--- config.mk ---
export PLATFORM = sky130hd
export DESIGN_NAME = cpu_trace_buffer
export DESIGN_NICKNAME = d
export VERILOG_FILES = /design/src/rtl/trace_pkg.sv /design/src/rtl/trace_ram.sv /design/src/rtl/cpu_trace_buffer.sv
export SDC_FILE = /design/constraint.sdc
export NUM_CORES = 2
export LEC_CHECK = 0
export CAP_MARGIN = 0
export CELL_PAD_IN_SITES_DETAIL_PLACEMENT = 0
export CELL_PAD_IN_SITES_GLOBAL_PLACEMENT = 2
export CORE_MARGIN = 2
export CORE_UTILIZATION = 43
export DETAILED_ROUTE_END_ITERATION = 16
export GPL_ROUTABILITY_DRIVEN = 0
export PLACE_DENSITY_LB_ADDON = 0.1
export SLEW_MARGIN = 20
export SYNTH_ARGS = -nofsm -noshare
export SYNTH_HDL_FRONTEND = slang
export SYNTH_SLANG_ARGS = --single-unit
--- constraint.sdc ---
create_clock -name CLK -period 28.5 [get_ports CLK]
set_clock_uncertainty 0.1 [all_clocks]
set_input_delay 5.7 -clock CLK [delete_from_list [all_inputs] [get_ports CLK]]
set_output_delay 5.7 -clock CLK [all_outputs]
set_load 0.03 [all_outputs]
--- src/rtl/trace_pkg.sv ---
// Shared definitions for the CPU trace buffer: state encoding and probe-channel slicing.
package trace_pkg;

  typedef enum logic [1:0] {
    ST_IDLE    = 2'd0,
    ST_ARMED   = 2'd1,
    ST_POST    = 2'd2,
    ST_READOUT = 2'd3
  } trace_state_e;

  localparam int PC_CH = 0;

  // Bit offset of channel ch inside a packed probe word of dw-bit channels.
  function automatic int ch_lsb(input int ch, input int dw);
    return ch * dw;
  endfunction

endpackage

--- src/rtl/trace_ram.sv ---
// Simple dual-port sample store: synchronous write, combinational read, no reset.
module trace_ram #(
  parameter int DEPTH = 16,
  parameter int WIDTH = 128,
  parameter int AW    = 4
) (
  input  logic             clk,
  input  logic             we,
  input  logic [AW-1:0]    waddr,
  input  logic [WIDTH-1:0] wdata,
  input  logic [AW-1:0]    raddr,
  output logic [WIDTH-1:0] rdata
);

  logic [WIDTH-1:0] mem [DEPTH];

  always_ff @(posedge clk) begin
    if (we) mem[waddr] <= wdata;
  end

  assign rdata = mem[raddr];

endmodule

--- src/rtl/cpu_trace_buffer.sv ---
// Trace capture for the single-cycle CPU: circular sample buffer with PC trigger
// or stop-when-full capture, drained oldest-first over a valid/ready port.
module cpu_trace_buffer
  import trace_pkg::*;
#(
  parameter int DATA_W    = 32,
  parameter int NUM_CH    = 4,
  parameter int DEPTH     = 16,
  parameter int POST_TRIG = 8,
  localparam int AW       = $clog2(DEPTH)
) (
  input  logic                     CLK,
  input  logic                     Reset,
  input  logic                     arm,
  input  logic                     abort,
  input  logic                     trig_en,
  input  logic [DATA_W-1:0]        trig_pc,
  input  logic                     probe_valid,
  input  logic [NUM_CH*DATA_W-1:0] probe_in,
  input  logic                     rd_ready,
  output logic                     rd_valid,
  output logic [NUM_CH*DATA_W-1:0] rd_data,
  output logic [AW:0]              fill,
  output logic [1:0]               state,
  output logic                     triggered,
  output logic                     overwrote
);

  localparam int          W      = NUM_CH * DATA_W;
  localparam int          PC_LSB = ch_lsb(PC_CH, DATA_W);
  localparam logic [AW:0] FULL   = (AW+1)'(DEPTH);

  trace_state_e      state_q, state_d;
  logic [AW-1:0]     wr_ptr_q, wr_ptr_d;
  logic [AW-1:0]     rd_ptr_q, rd_ptr_d;
  logic [AW:0]       fill_q, fill_d;
  logic [AW:0]       unread_q, unread_d;
  logic [AW-1:0]     post_cnt_q, post_cnt_d;
  logic              triggered_q, triggered_d;
  logic              overwrote_q, overwrote_d;
  logic              trig_en_q, trig_en_d;
  logic [DATA_W-1:0] trig_pc_q, trig_pc_d;
  logic              rd_valid_q, rd_valid_d;

  logic              wr_en;
  logic              go_readout;
  logic              pc_match;
  logic [AW:0]       fill_inc;
  logic [W-1:0]      ram_rdata;

  // Live, unregistered compare so the matching sample itself is the trigger.
  assign pc_match = (probe_in[PC_LSB +: DATA_W] == trig_pc_q);
  assign fill_inc = (fill_q == FULL) ? fill_q : fill_q + 1'b1;

  always_comb begin
    state_d     = state_q;
    wr_ptr_d    = wr_ptr_q;
    rd_ptr_d    = rd_ptr_q;
    fill_d      = fill_q;
    unread_d    = unread_q;
    post_cnt_d  = post_cnt_q;
    triggered_d = triggered_q;
    overwrote_d = overwrote_q;
    trig_en_d   = trig_en_q;
    trig_pc_d   = trig_pc_q;
    rd_valid_d  = rd_valid_q;
    wr_en       = 1'b0;
    go_readout  = 1'b0;

    if (abort) begin
      state_d     = ST_IDLE;
      fill_d      = '0;
      unread_d    = '0;
      post_cnt_d  = '0;
      rd_valid_d  = 1'b0;
      triggered_d = 1'b0;
      overwrote_d = 1'b0;
    end else begin
      case (state_q)
        ST_IDLE: begin
          if (arm) begin
            trig_en_d   = trig_en;
            trig_pc_d   = trig_pc;
            wr_ptr_d    = '0;
            fill_d      = '0;
            triggered_d = 1'b0;
            overwrote_d = 1'b0;
            state_d     = ST_ARMED;
          end
        end
        ST_ARMED: begin
          if (probe_valid) begin
            wr_en    = 1'b1;
            wr_ptr_d = wr_ptr_q + 1'b1;
            fill_d   = fill_inc;
            if (trig_en_q) begin
              if (fill_q == FULL) overwrote_d = 1'b1;
              if (pc_match) begin
                triggered_d = 1'b1;
                post_cnt_d  = AW'(POST_TRIG);
                if (POST_TRIG == 0) go_readout = 1'b1;
                else                state_d    = ST_POST;
              end
            end else if (fill_inc == FULL) begin
              go_readout = 1'b1;
            end
          end
        end
        ST_POST: begin
          if (probe_valid) begin
            wr_en      = 1'b1;
            wr_ptr_d   = wr_ptr_q + 1'b1;
            fill_d     = fill_inc;
            post_cnt_d = post_cnt_q - 1'b1;
            if (post_cnt_q == AW'(1)) go_readout = 1'b1;
          end
        end
        ST_READOUT: begin
          // A transfer happens on any cycle with rd_valid && rd_ready; rd_data is
          // held unchanged while rd_valid && !rd_ready.
          if (rd_valid_q && rd_ready) begin
            rd_ptr_d = rd_ptr_q + 1'b1;
            unread_d = unread_q - 1'b1;
            if (unread_q == (AW+1)'(1)) begin
              rd_valid_d = 1'b0;
              fill_d     = '0;
              state_d    = ST_IDLE;
            end
          end
        end
        default: state_d = ST_IDLE;
      endcase

      // fill == DEPTH truncates to 0 in AW bits, which is the same pointer mod DEPTH.
      if (go_readout) begin
        state_d    = ST_READOUT;
        rd_ptr_d   = wr_ptr_d - fill_d[AW-1:0];
        unread_d   = fill_d;
        rd_valid_d = 1'b1;
      end
    end
  end

  always_ff @(posedge CLK or posedge Reset) begin
    if (Reset) begin
      state_q     <= ST_IDLE;
      wr_ptr_q    <= '0;
      rd_ptr_q    <= '0;
      fill_q      <= '0;
      unread_q    <= '0;
      post_cnt_q  <= '0;
      triggered_q <= 1'b0;
      overwrote_q <= 1'b0;
      trig_en_q   <= 1'b0;
      trig_pc_q   <= '0;
      rd_valid_q  <= 1'b0;
    end else begin
      state_q     <= state_d;
      wr_ptr_q    <= wr_ptr_d;
      rd_ptr_q    <= rd_ptr_d;
      fill_q      <= fill_d;
      unread_q    <= unread_d;
      post_cnt_q  <= post_cnt_d;
      triggered_q <= triggered_d;
      overwrote_q <= overwrote_d;
      trig_en_q   <= trig_en_d;
      trig_pc_q   <= trig_pc_d;
      rd_valid_q  <= rd_valid_d;
    end
  end

  trace_ram #(
    .DEPTH (DEPTH),
    .WIDTH (W),
    .AW    (AW)
  ) u_ram (
    .clk   (CLK),
    .we    (wr_en),
    .waddr (wr_ptr_q),
    .wdata (probe_in),
    .raddr (rd_ptr_q),
    .rdata (ram_rdata)
  );

  assign rd_valid  = rd_valid_q;
  assign rd_data   = rd_valid_q ? ram_rdata : '0;
  assign fill      = fill_q;
  assign state     = state_q;
  assign triggered = triggered_q;
  assign overwrote = overwrote_q;

endmodule

-- Word level (Yosys, flattened, before mapping)
Memories as Yosys holds them, arrays and structs flattened.
Index checks and enable logic that the tools add are counted.
Widths: inputs -> output; s select.
- bits in registers: 60
- memory bits (writable): 2048
- output and inout bits: 138
- word-level logic and storage cells: 121
- memories: 1
- memories (name ; depth ; width ; rd ports ; clocked after Yosys merged registers in ; write ports ; RTL line ; text):
    u_ram.mem ; 16 ; 128 ; 1 ; 0 ; 1 ; trace_ram.sv:15 ; logic [WIDTH-1:0] mem [DEPTH];
- $add $sub $neg: 6
- equal/unequal tests: 20
- muxes and demuxes: 63
- bitwise gates (word level): 1
- reductions and logical operators: 19
- operator list (cell ; number):
    $mux 128 ; 1
    $mux 5 ; 11
    $mux 4 ; 11
    $eq 32x32->1 ; 1
    $mux 1 ; 25
    $ne 4x4->1 const B ; 6
    $ne 3x3->1 const B ; 6
    $mux 2 ; 8
    $pmux 4 s2 ; 2
    $pmux 5 s3 ; 1
    $reduce_and 5->1 ; 3
    $reduce_bool 3->1 ; 5
    $eq 5x5->1 const B ; 2
    $reduce_and 3->1 ; 3
    $add 4x1->4 const B ; 2
    $reduce_and 7->1 ; 1
    $pmux 1 s2 ; 3
    $pmux 2 s3 ; 1
    $add 5x1->5 const B ; 1
    $eq 5x1->1 const B ; 1
    $reduce_bool 5->1 ; 1
    $sub 5x1->5 const B ; 1
    $eq 2x2->1 const B ; 2
    $eq 4x1->1 const B ; 1
    9 further kinds ; 10

-- Logic depth before layout (Yosys ltp)
- word-level depth: 10
- gate-level depth with buffers: 13
- mapped depth without buffers: 13

-- By module
From an unflattened synthesis, not the netlist that was laid out.
- cells, all modules: 3716
- area total of the unflattened synthesis: 81202.9 um2
- modules (own cells, without submodules) (module ; times used ; cells each ; area an instance (um2) ; seq. area each (um2)):
    trace_ram ; 1 ; 3237 ; 76781.1 ; 61499.0
    cpu_trace_buffer ; 1 ; 479 ; 4421.7 ; 1501.4

-- Worst setup path before layout
Ideal clock, no wire load.
- path kind: input-to-reg
- start point: in abort
- end point: mem u_ram.mem[3][0], enable pin
- arrival time: 14.846 ns
- required time: 27.628 ns
- slack: 12.782 ns
- cell stages on the path: 4
- path buffers: 1
- cells stage by stage: clkbuf_1 -> nor2_1 -> nand2_1 -> nor3_1
- word-level cells in the longest chain between the ends: 3
- RTL lines (element ; RTL line ; text):
    from (decl) ; cpu_trace_buffer.sv:15 ; input logic abort,
    $mux 1 ; cpu_trace_buffer.sv:70 ; if (abort) begin
    $mux 1 ; trace_ram.sv:18 ; if (we) mem[waddr] <= wdata;
    $mux 1 (implied by the code) ; trace_ram.sv:18 ;
    to (decl) ; trace_ram.sv:15 ;
No other way between the ends.

-- Final worst setup path
- start point: reg rd_ptr_q[1]
- end point: out rd_data[2]
- word-level cells in the longest chain between the ends: 2
- RTL lines (element ; RTL line ; text):
    from (decl) ; cpu_trace_buffer.sv:35 ; logic [AW-1:0] rd_ptr_q, rd_ptr_d;
    from (signal assigned) ; cpu_trace_buffer.sv:160 ; rd_ptr_q <= rd_ptr_d;
    $mem_v2 16x128 ; n/a ;
    $mux 128 ; cpu_trace_buffer.sv:186 ; assign rd_data = rd_valid_q ? ram_rdata : '0;
    to (decl) ; cpu_trace_buffer.sv:22 ; output logic [NUM_CH*DATA_W-1:0] rd_data,
No other way between the ends.

==> results.toml <==
[drt]
dr.first_iter.drc_count = 3462
finalWirelength_um = 199000
final_antenna_net_count = 0
num_vias = 36900
drt-pass1-iter-count = 11
wl_per_cell_um = 30.8
drc = 24
vias_per_cell = 5.71

[setup_path]
r2r_start = "state[0]"
cp_cell_sequence = "buf_16 > buf_4 > buf_4 > buf_4 > mux4_2 > mux4_2 > and2_1 > clkdlybuf4s50_1"
critPathMostFrequentCell = "buf_4"
crit_slowest_cell = "buf_4"
cp.arrival_ns = 6.24
path_buf_inv = 5
crit_fanout = 64
r2r_slack_ns = 23.55
cp.depth = 8
worstReg2RegEnd = "u_ram.mem[9][42]"
worstSetupStartpointType = "register"
end_kind = "output port"
required_ns = 22.70
path_class = "reg2out"
max_stage_delay_ns = 0.86
cp-startpoint = "rd_ptr_q[1]"
crit_end = "rd_data[2]"
cp_top_family = "buffers and inverters"
rr_worst_depth = 8

[global_routing]
first_global_vias = 39700
grt_max_degree = 114
overflow = 0
grt.total_usage_pct = 20.7
grt_pass1_wl_um = 283000
antenna_found_initial = 31

[yosys]
synth_area_um2 = 81300
synth_common_cells = "edfxtp_1, mux4_2, and2_1"
yosys-top-cells-area = "edfxtp_1, mux4_2, dfrtp_1"
synth_top_area_cell = "edfxtp_1"
synth_xor_area_share_pct = 0.442
synthCells = 3348
synthArstFlopShare_pct = 2.85
synth-simple-area-share_pct = 1.75
synth_top_area_share_pct = 75.6
synth_top_family_by_area = "multiplexers"
synth.mux.area_fraction_pct = 18.3
synth.distinct_cells = 70
synth.yosys.warnings = 0
syn_nets = 3535
synth_flop_cell = "edfxtp_1"
seq_area_frac_synth_pct = 77.5
synthAdderAreaFrac_pct = 0.317
syn_avg_cell_area_um2 = 24.3
synth_edf_count = 2048
ys_ff_latch = 2108
synth-compound-area-share_pct = 0.643
yosysMostFrequentCell = "edfxtp_1"

[clock_tree]
postCtsSetupBuffers = 0
numCtsBuffers = 216
clock-sinks = 2108
cts_resized = 0
insertion_delay_ns = 0.83
h-tree-depth = 4
clock_path_buffers = 3
tritoncts = "built"
clk_pin_slew_worst_paths_ns = 0.06
cts_root_buf = "clkbuf_16"
hold_buffers = 0

[finish]
fin_nets = 3954
area_delta_synth_final_pct = 16.2
post-route-util_pct = 50.3
drive_above_1_share_pct = 27.4
fillers = 14800

[sta]
fmax_mhz = 83.0
setup_violations = 0
hold_viol = 0
worst_slew_margin_rel_pct = 26.5
rsz0062_at_grt = "false"
slew_violations = 0
timing_worst_slew_pin_value_ns = 1.10
period_share_pct = 42.3
min_period_ns = 12.04
fin_tns_setup_ns = 0

[floorplan]
io_pins = 305
die_h_um = 439
die_x_um = 439
initial_core_util_pct = 43.3
core_area_um2 = 188000
placementRows = 159
die-area_um2 = 193000

[run_status]
status = "finished with violations"
violations = "design-rule violations"

[pwr]
p_leak_uw = 0.0287
vdd_drop_max_v = 0.0000547
powerDensity_nw_per_um2 = 73.3

[placement]
dp_hpwl_um = 98600
numPortBuffers = 304

[flow_run]
maxCapViolations = 0

[min_path]
hold_path_class = "reg2reg"
## routing by layer
metal  part of all wire, %  up-vias  global-route usage (%)
met4                   2.5       14                    6.24
met3                   5.4      312                    3.87
met5                 0.049        -                       0
li1                      -    15200                       -
met2                    51     1027                    34.7
met1                    41    20300                    27.7
## registers in the layout, summed over array words and instances, names as in the netlist
| name | flops |
|---|---|
| wr_ptr_q | 4 |
| u_ram.mem | 2048 |
| trig_en_q | 1 |
| rd_valid | 1 |
| overwrote | 1 |
| unread_q | 5 |
| state | 2 |
| triggered | 1 |
| fill | 5 |
| trig_pc_q | 32 |
| rd_ptr_q | 4 |
| post_cnt_q | 4 |
## worst min-delay path by stage
| stage | startpoint | end | depth (start not counted) |
|---|---|---|---|
| 4_1_cts | post_cnt_q[3] | post_cnt_q[3] | 1 |
| 2_1_floorplan | post_cnt_q[3] | post_cnt_q[3] | 1 |
| 5_1_grt | post_cnt_q[3] | post_cnt_q[3] | 1 |
| 3_3_place_gp | post_cnt_q[3] | post_cnt_q[3] | 1 |
| 6_report | post_cnt_q[3] | post_cnt_q[3] | 1 |
| 3_5_place_dp | post_cnt_q[3] | post_cnt_q[3] | 1 |
## logic make-up after synthesis
group	count (synthesis)
DFF	2108
muxes	683
and+or+nand+nor	243
buffers and inverters	189
AOI/OAI and AO/OA	64
xor gates and xnor gates	41
adders and majority gates	20
## per-stage QoR
step / cell area, um^2 / instances / total power, uW / hold slack (ns) / setup WS (ns)
after global placement: 87500 / 6043 / 4240 / 0.392 / 17.11
final: 94500 / 6452 / 6930 / 0.424 / 16.46
after detailed placement: 87500 / 6043 / 4260 / 0.398 / 17.00
after floorplan: 81300 / 3348 / 4050 / 0.364 / 12.78
after global routing: 94500 / 6448 / 7180 / 0.427 / 16.18
after CTS: 94400 / 6441 / 7020 / 0.408 / 16.05
## layout by cell type, fill, tap and decap left out, drive strengths merged, types with 4 or more instances in the layout
cell type,Yosys,routed
clkinv,0,95
inv,17,19
mux4,640,640
a21oi,14,14
a211oi,4,4
mux2i,4,4
xor2,15,15
nand2b,7,7
nor3,11,11
nand4,6,6
clkdlybuf4s50,0,304
mux2,39,39
ha,19,19
nor4,4,4
buf,73,69
edfxtp,2048,2048
nand2,23,23
dfrtp,60,60
nand3,7,7
and2,133,133
o21ai,9,9
diode,0,10
xnor2,26,26
nor2,34,34
clkbuf,99,279
bufinv,0,19
## power breakdown
| part | switching, uW | internal [uW] |
|---|---|---|
| Combinational | 332 | 307 |
| Clock | 1140 | 1610 |
| Sequential | 43.5 | 3490 |
## area by class of cell
type	instances	area, um^2	share of cell area [%]
flip-flops and latches	2108	63000	66.7
multi-input cells	1051	17600	18.6
clock buffers	279	5850	6.20
repair buffers	373	3740	3.96
well taps	2495	3120	3.30
clock inverters	119	1070	1.14
inverters	17	63.8	0.0675
diodes	10	25.0	0.0265
Note: power is estimated with default switching activity, not from simulation.
